File: src/rtl/alu_if.sv
// Operand/result bundle between the datapath and the ALU.
interface alu_if #(
    parameter int unsigned WIDTH = 32
);
    logic [WIDTH-1:0] src_a;
    logic [WIDTH-1:0] src_b;
    logic [2:0]       alu_control;
    logic [1:0]       flag_write;
    logic [WIDTH-1:0] alu_result;
    logic [3:0]       alu_flags;
    logic [3:0]       flags_q;

    // Datapath side: supplies operands and consumes result/flags.
    modport master (
        output src_a,
        output src_b,
        output alu_control,
        output flag_write,
        input  alu_result,
        input  alu_flags,
        input  flags_q
    );

    // ALU side.
    modport slave (
        input  src_a,
        input  src_b,
        input  alu_control,
        input  flag_write,
        output alu_result,
        output alu_flags,
        output flags_q
    );
endinterface

File: src/rtl/alu.sv
// ARM-style integer ALU: combinational result and NZCV flags from a single
// shared adder, plus an architectural flags register with split NZ / CV
// write enables.
module alu #(
    parameter int unsigned WIDTH = 32
) (
    input  logic  clk,
    input  logic  reset,
    alu_if.slave  bus
);
    localparam int unsigned SUM_W = WIDTH + 1;
    localparam int unsigned MSB   = WIDTH - 1;

    typedef enum logic [2:0] {
        OP_ADD = 3'b000,
        OP_SUB = 3'b001,
        OP_AND = 3'b010,
        OP_ORR = 3'b011,
        OP_EOR = 3'b100,
        OP_RSB = 3'b101,
        OP_ADC = 3'b110,
        OP_MOV = 3'b111
    } alu_op_e;

    alu_op_e          op;
    logic [WIDTH-1:0] add_x;
    logic [WIDTH-1:0] add_y;
    logic             add_cin;
    logic             is_arith;
    logic [SUM_W-1:0] sum;
    logic [WIDTH-1:0] result;
    logic             flag_n;
    logic             flag_z;
    logic             flag_c;
    logic             flag_v;
    logic [3:0]       flags_r;

    assign op = alu_op_e'(bus.alu_control);

    // Steer operands into the shared adder; subtraction is x + ~y + 1.
    always_comb begin
        add_x    = bus.src_a;
        add_y    = bus.src_b;
        add_cin  = 1'b0;
        is_arith = 1'b0;
        unique case (op)
            OP_ADD: begin
                is_arith = 1'b1;
            end
            OP_SUB: begin
                add_y    = ~bus.src_b;
                add_cin  = 1'b1;
                is_arith = 1'b1;
            end
            OP_RSB: begin
                add_x    = bus.src_b;
                add_y    = ~bus.src_a;
                add_cin  = 1'b1;
                is_arith = 1'b1;
            end
            OP_ADC: begin
                // Carry-in comes from the registered flag only, so no loop
                // through the flag write path.
                add_cin  = flags_r[1];
                is_arith = 1'b1;
            end
            default: begin
                is_arith = 1'b0;
            end
        endcase
    end

    // Single 33-bit adder; bit WIDTH is the carry-out.
    assign sum = SUM_W'(add_x) + SUM_W'(add_y) + SUM_W'(add_cin);

    // Result select.
    always_comb begin
        result = sum[WIDTH-1:0];
        unique case (op)
            OP_AND:  result = bus.src_a & bus.src_b;
            OP_ORR:  result = bus.src_a | bus.src_b;
            OP_EOR:  result = bus.src_a ^ bus.src_b;
            OP_MOV:  result = bus.src_b;
            default: result = sum[WIDTH-1:0];
        endcase
    end

    // NZCV for the current operation; C and V only meaningful for adder ops.
    always_comb begin
        flag_n = result[MSB];
        flag_z = (result == '0);
        flag_c = 1'b0;
        flag_v = 1'b0;
        if (is_arith) begin
            flag_c = sum[WIDTH];
            flag_v = (add_x[MSB] == add_y[MSB]) && (sum[MSB] != add_x[MSB]);
        end
    end

    assign bus.alu_result = result;
    assign bus.alu_flags  = {flag_n, flag_z, flag_c, flag_v};
    assign bus.flags_q    = flags_r;

    // Architectural flags: NZ and CV groups load independently.
    always_ff @(posedge clk or posedge reset) begin
        if (reset) begin
            flags_r <= 4'b0000;
        end else begin
            if (bus.flag_write[1]) begin
                flags_r[3:2] <= {flag_n, flag_z};
            end
            if (bus.flag_write[0]) begin
                flags_r[1:0] <= {flag_c, flag_v};
            end
        end
    end
endmodule

File: src/flat_wrapper.sv
// flat-port wrapper written by rule: the top's interface ports become plain ports
module alu_flat 
#(
    parameter int unsigned WIDTH = 32
)
  (clk, reset, bus_src_a, bus_src_b, bus_alu_control, bus_flag_write, bus_alu_result, bus_alu_flags, bus_flags_q);
  alu_if #(.WIDTH(WIDTH)) bus_i ();
  input  logic clk;
  input  logic reset;
  input wire logic [$bits(bus_i.src_a)-1:0] bus_src_a;
  input wire logic [$bits(bus_i.src_b)-1:0] bus_src_b;
  input wire logic [$bits(bus_i.alu_control)-1:0] bus_alu_control;
  input wire logic [$bits(bus_i.flag_write)-1:0] bus_flag_write;
  output wire logic [$bits(bus_i.alu_result)-1:0] bus_alu_result;
  output wire logic [$bits(bus_i.alu_flags)-1:0] bus_alu_flags;
  output wire logic [$bits(bus_i.flags_q)-1:0] bus_flags_q;
  assign bus_i.src_a = bus_src_a;
  assign bus_i.src_b = bus_src_b;
  assign bus_i.alu_control = bus_alu_control;
  assign bus_i.flag_write = bus_flag_write;
  assign bus_alu_result = bus_i.alu_result;
  assign bus_alu_flags = bus_i.alu_flags;
  assign bus_flags_q = bus_i.flags_q;
  alu #(.WIDTH(WIDTH)) u_core (.clk(clk), .reset(reset), .bus(bus_i));
endmodule
File: config.mk
export PLATFORM = sky130hd
export DESIGN_NAME = alu_flat
export DESIGN_NICKNAME = d
export VERILOG_FILES = /design/src/rtl/alu_if.sv /design/src/rtl/alu.sv /design/src/flat_wrapper.sv
export SDC_FILE = /design/constraint.sdc
export NUM_CORES = 1
export LEC_CHECK = 0
export BUFFER_PORTS_ARGS = -buffer_cell sky130_fd_sc_hd__buf_2
export CORE_ASPECT_RATIO = 1.1
export CORE_UTILIZATION = 42
export CTS_BUF_LIST = sky130_fd_sc_hd__clkbuf_8 sky130_fd_sc_hd__clkbuf_16
export CTS_CLUSTER_DIAMETER = 80
export DETAILED_ROUTE_END_ITERATION = 7
export SLEW_MARGIN = 20
export SYNTH_ARGS = -nofsm -noshare
export SYNTH_HDL_FRONTEND = slang
export SYNTH_SLANG_ARGS = --single-unit
File: constraint.sdc
create_clock -name clk -period 20.4 [get_ports clk]
set_clock_uncertainty 0.1 [all_clocks]
set_input_delay 3.06 -clock clk [delete_from_list [all_inputs] [get_ports clk]]
set_output_delay 3.06 -clock clk [all_outputs]
set_load 0.01 [all_outputs]
==> Yosys cells after proc, flatten, opt, wreduce, memory -nomap -nowiden <==
Index checks and enable logic that the tools add are counted.
{ "word_totals": {"out_inout_bits": 40, "register_bits": 4, "wordCells": 30, "in_bits": 71} }
{ "classes": {"n_bitwise": 5, "reduce_logical": 5, "n_eq_ne": 9, "addsub": 2, "muxes": 7} }
{ "ops": {"columns": ["op", "count"], "rows": [
  ["32-bit case mux with 4 select lines", 1],
  ["32-bit NOT", 2],
  ["32-bit case mux with 2 select lines", 1],
  ["32-bit by 32-bit adder with 33-bit output", 1],
  ["33-bit by 1-bit adder with 33-bit output", 1],
  ["32-bit AND", 1],
  ["32-bit zero test", 1],
  ["32-bit 2-to-1 mux", 1],
  ["32-bit OR", 1],
  ["32-bit bitwise XOR", 1],
  ["3-bit == test, second input constant", 4],
  ["3-bit by 2-bit == test with 1-bit output, second input constant", 2],
  ["4-bit OR reduction", 1],
  ["3-bit by 1-bit == test with 1-bit output, second input constant", 1],
  ["3-bit zero test", 1],
  ["1-bit 2-to-1 mux", 3],
  ["1-bit case mux with 2 select lines", 1],
  ["2-bit OR reduction", 1],
  ["1-bit == test", 1],
  ["1-bit logical AND", 1],
  ["1-bit != test", 1]
]} }

==> Logic depth before layout (Yosys ltp) <==
{ "depth": {"depth_word": 7, "mapped_depth": 21} }

==> Least setup slack after synthesis <==
Ideal clock, no wire load.
{ "synth_timing": {"path_kind": "input to output", "from": "input port bus_alu_control[2]", "to": "output port bus_alu_flags[2]", "setup_slack_ns": 9.698, "stages": 21, "t_arrival_ns": 7.542, "required_time_ns": 17.240, "cell_sequence": "buf_2 -> buf_2 -> buf_2 -> buf_2 -> buf_1 -> clkbuf_1 -> nand2_1 -> o211ai_1 -> o21ai_0 -> fa_1 -> fa_1 -> a21o_1 -> a221o_1 -> a211oi_2 -> mux2i_1 -> a2111oi_1 -> or3_1 -> nor4_1 -> nand4_1 -> nor2_1 -> buf_4"} }
{ "synth_between": {"elab_chain_cells": 6, "elab_cells_between_ends": 15, "cone_classes": "2 x add/sub; 7 x eq/ne; 4 x mux; 2 x reduce/logical"} }
{ "synth_lines": {"columns": ["element", "line", "rtl"], "rows": [
  ["from (decl)", "flat_wrapper.sv:12", "input wire logic [$bits(bus_i.alu_control)-1:0] bus_alu_control;"],
  ["3-bit == test or 3-bit by 1-bit == test with 1-bit output (tied branches)", "alu.sv:46", "unique case (op)"],
  ["32-bit case mux with 2 select lines (tied with other cells)", "alu.sv:46", null],
  ["32-bit by 32-bit adder with 33-bit output or 1-bit case mux with 2 select lines (tied branches)", "alu.sv:74, alu.sv:46", null],
  ["33-bit by 1-bit adder with 33-bit output", "alu.sv:74", "assign sum = SUM_W'(add_x) + SUM_W'(add_y) + SUM_W'(add_cin);"],
  ["32-bit case mux with 4 select lines *", "alu.sv:79", "unique case (op)"],
  ["named net bus_alu_result[16]", "flat_wrapper.sv:14", "output wire logic [$bits(bus_i.alu_result)-1:0] bus_alu_result;"],
  ["32-bit zero test *", "alu.sv:91", "flag_z = (result == '0);"],
  ["to (decl)", "flat_wrapper.sv:15", "output wire logic [$bits(bus_i.alu_flags)-1:0] bus_alu_flags;"]
]} }
Mark *: on every way through the listed nets, which the timed path passes. The rest lies on a longest branch.

==> Final worst setup path <==
{ "layout_timing": {"from": "input port bus_alu_control[0]", "to": "output port bus_alu_flags[2]"} }
{ "layout_between": {"elab_chain_cells": 6, "elab_cells_between_ends": 15, "cone_classes": "2 x add/sub; 7 x eq/ne; 4 x mux; 2 x reduce/logical"} }
{ "layout_lines": {"columns": ["element", "line"], "rows": [
  ["3-bit == test or 3-bit by 1-bit == test with 1-bit output (tied branches)", "alu.sv:46"],
  ["32-bit case mux with 2 select lines (tied with other cells)", "alu.sv:46"],
  ["32-bit by 32-bit adder with 33-bit output or 1-bit case mux with 2 select lines (tied branches)", "alu.sv:74, alu.sv:46"],
  ["33-bit by 1-bit adder with 33-bit output", "alu.sv:74"],
  ["32-bit case mux with 4 select lines *", "alu.sv:79"],
  ["32-bit zero test *", "alu.sv:91"]
]} }
Every way passes the cells marked *; elsewhere a longest branch is shown, timed or not.

==> results.toml <==
[yosys]
avgSynthCellArea_um2 = 6.393
syn_inst = 904
synth-compound-area-share_pct = 38.04
synthTopCellsByArea = "ha_1 (21%), o21ai_0 (8.7%), nand2_1 (7.8%), a21oi_1 (5.6%), inv_1 (4.9%)"
synth_edf_count = 0
synth_flop_cell = "dfrtp_1"
syn_nets = 1072
synth_mux_area_share_pct = 2.165
synth_top_family_by_area = "compound AO/OA/AOI/OAI gates"
yosys.area_share.simple_pct = 23.99
synthArstFlopShare_pct = 100.0
ys_warn_count = 0
synth_top_cell_area_share_pct = 20.57
synth.largest_area_cell = "ha_1"
synth_xor_area_share_pct = 2.533
synth-seq-area-share_pct = 1.732
syn-cell-area_um2 = 5779
ys_ff_latch = 4
synth_cell_types = 76
synthAdderAreaFrac_pct = 21.26

[die]
rows = 44
pin_count = 111
initial_core_util_pct = 43.38
die_h_um = 125.0
die_x_um = 113.8
die-area_um2 = 14230
core_um2 = 13320

[clocking]
clock-sinks = 4
hold_buffers = 0
cts_resized = 0
cts_buffers = 3
cts_root_buf = "clkbuf_16"
clkTransAtPathRegs_ns = 0.03
clockBufferDepth = 2
htree_levels = 1
clkLatencyLatePin_ns = 0.23
post_cts_buffers = 0
cts_tree = "built"

[detailed_routing]
wirelength_um = 20040
vias = 6835
drtIter0Drc = 550
routed_via_density = 5.990
ant_nets = 0
drc = 0
wl_per_cell_um = 17.56
drt-pass1-iter-count = 8

[finish]
nets = 1127
area_growth_pct = 10.98
antenna_cells = 0
final_util_pct = 48.14
largest_reg_flops = 4
stdcell_count = 1141
drive_above_1_share_pct = 15.36

[pwr]
p_total_uw = 268.3
intPower_uw = 118.9
p_comb_share_pct = 84.7
switching_share_pct = 55.67
pwr-share-seq_pct = 3.6
clockPowerShare_pct = 11.6
p_leak_nw = 3.061
vdd_drop_max_mv = 0.02024
powerDensity_nw_per_um2 = 41.83
p_switching_uw = 149.3

[global_route]
grt_first_pass_wirelength_um = 32360
grt_pass1_vias = 6133
grt_max_degree = 97
grt.overflow.total = 0
grt_usage_pct = 27.98
antenna_found_initial = 0

[placement]
gp_congestion = 0.9933
dp_cells = 1138
dpl.hpwl_um = 15050
port-buffer-count = 110

[setup_path]
crit_arrival_ns = 8.56
worstPathRequired_ns = 17.24
crit_end = "bus_alu_flags[2]"
reg2regPathDepth = 13
endpoint_kind = "output pin"
cp-start-kind = "input port"
cp-startpoint = "bus_alu_control[0]"
worstReg2RegEnd = "u_core.bus.flags_q[2]$_DFFE_PP0P_"
path_class = "input port to output pin"
worstPathMaxFanout = 62
timing.rr.start = "u_core.bus.flags_q[1]$_DFFE_PP0P_"
reg2reg_slack_ns = 16.18

[timing]
drv_slew = 0
rsz0062_at_grt = "no"
hold_viol = 0
setup_viol = 0
tightest_slew_ns = 0.9482
period_needed_ns = 11.72
relSlewSlack_pct = 36.78
period_share_pct = 57.43
setup_tns_ns = 0
fmax_ghz = 0.08535

[run_status]
outcome = "finished clean"

[worst_hold_path]
hp-class = "flop to flop"

[job]
cap_violations = 0
-- cell type report --
| type | count | area [µm²] |
|---|---|---|
| Multi-Input combinational cell | 756 | 5106 |
| Tap cell | 184 | 230.2 |
| Inverter | 75 | 281.5 |
| Clock buffer | 3 | 75.07 |
| Timing Repair Buffer | 119 | 620.6 |
| Sequential cell | 4 | 100.1 |
| Fill cell | 1444 | 6909 |
-- cells in the final DEF, fill, tap and decap left out, types with 5 or more instances in the layout --
master	n
xnor2_1	6
nor3_1	25
or3_1	11
a311o_1	7
xor2_1	7
and2_1	8
nor4_1	9
nand2b_1	6
a21o_1	13
buf_4	10
a211oi_1	14
mux2i_1	8
o22ai_1	17
o21ai_1	7
nand4_1	14
ha_1	95
o2111ai_1	6
o21ai_0	101
o211a_1	5
o211ai_1	30
nand2_1	119
o21bai_1	7
buf_2	109
o21a_1	15
nor2_1	61
inv_1	75
a21oi_1	65
nor3b_1	5
nand3_1	12
-- layer usage --
layer | global-route usage [%] | up-vias | routed length [µm]
met4 | 5.271 | 0 | 337
met1 | 37.13 | 3156 | 8725
li1 | - | 3393 | -
met2 | 49.71 | 263 | 9636
met3 | 1.745 | 23 | 1336
met5 | 0 | - | 0
-- per-stage QoR --
| step | area (µm²) | setup WS [ns] | hold slack [ns] |
|---|---|---|---|
| final | 6414 | 8.684 | 0.3966 |
| after CTS | 6414 | 8.792 | 0.3967 |
| after global placement | 6339 | 8.884 | 0.3703 |
| after global routing | 6414 | 8.385 | 0.4030 |
| after detailed placement | 6339 | 8.803 | 0.3900 |
| after floorplan | 5779 | 9.698 | 0.4238 |
-- power groups by stage --
stage,combinational [mW],clock [mW],sequential (mW)
finish,0.227,0.0312,0.00976
global route,0.251,0.0323,0.00985
CTS,0.225,0.0316,0.00974
detailed placement,0.224,0,0.00983
global placement,0.224,0,0.00981
floorplan,0.155,0,0.0104
-- critical path: stages --
cell and delay, ns:
buf_2 0.07, buf_4 0.50, inv_1 0.56, nor2_4 0.24, buf_4 0.53, o21ai_0 0.20
fa_1 0.45, fa_1 0.46, a21o_1 0.23, a221o_1 0.34, a211oi_2 0.30, mux2i_1 0.23
a2111oi_1 0.08, or3_1 0.39, nor4_1 0.35, nand4_1 0.25, nor2_1 0.14, buf_2 0.14
-- worst min path at each step --
| stage | start | end | depth (start not counted) |
|---|---|---|---|
| 5_1_grt | u_core.bus.flags_q[3]$_DFFE_PP0P_ | u_core.bus.flags_q[3]$_DFFE_PP0P_ | 1 |
| 3_3_place_gp | u_core.bus.flags_q[2]$_DFFE_PP0P_ | u_core.bus.flags_q[2]$_DFFE_PP0P_ | 2 |
| 2_1_floorplan | u_core.bus.flags_q[2]$_DFFE_PP0P_ | u_core.bus.flags_q[2]$_DFFE_PP0P_ | 2 |
| 3_5_place_dp | u_core.bus.flags_q[3]$_DFFE_PP0P_ | u_core.bus.flags_q[3]$_DFFE_PP0P_ | 1 |
| 6_report | u_core.bus.flags_q[2]$_DFFE_PP0P_ | u_core.bus.flags_q[2]$_DFFE_PP0P_ | 2 |
| 4_1_cts | u_core.bus.flags_q[3]$_DFFE_PP0P_ | u_core.bus.flags_q[3]$_DFFE_PP0P_ | 1 |
-- cell usage after synthesis (all sizes together), types with 8 or more instances --
library cell  number
nand2            120
o21ai            110
ha                95
inv               75
a21oi             66
nor2              62
clkbuf            35
buf               34
o211ai            30
nor3              26
o22ai             17
a211oi            16
o21a              15
nand4             14
a21o              13
nand3             12
or3               11
nor4               9
and2               8
mux2i              8
xnor2              8
-- cells by family after synthesis --
family | count (synthesis)
multiplexers | 12
AND/OR/NAND/NOR | 294
flip-flops | 4
AO/OA/AOI/OAI | 338
buffers and inverters | 144
XOR/XNOR | 15
adder cells (fa/ha/maj) | 97
Power figures use the tool's default switching activity.
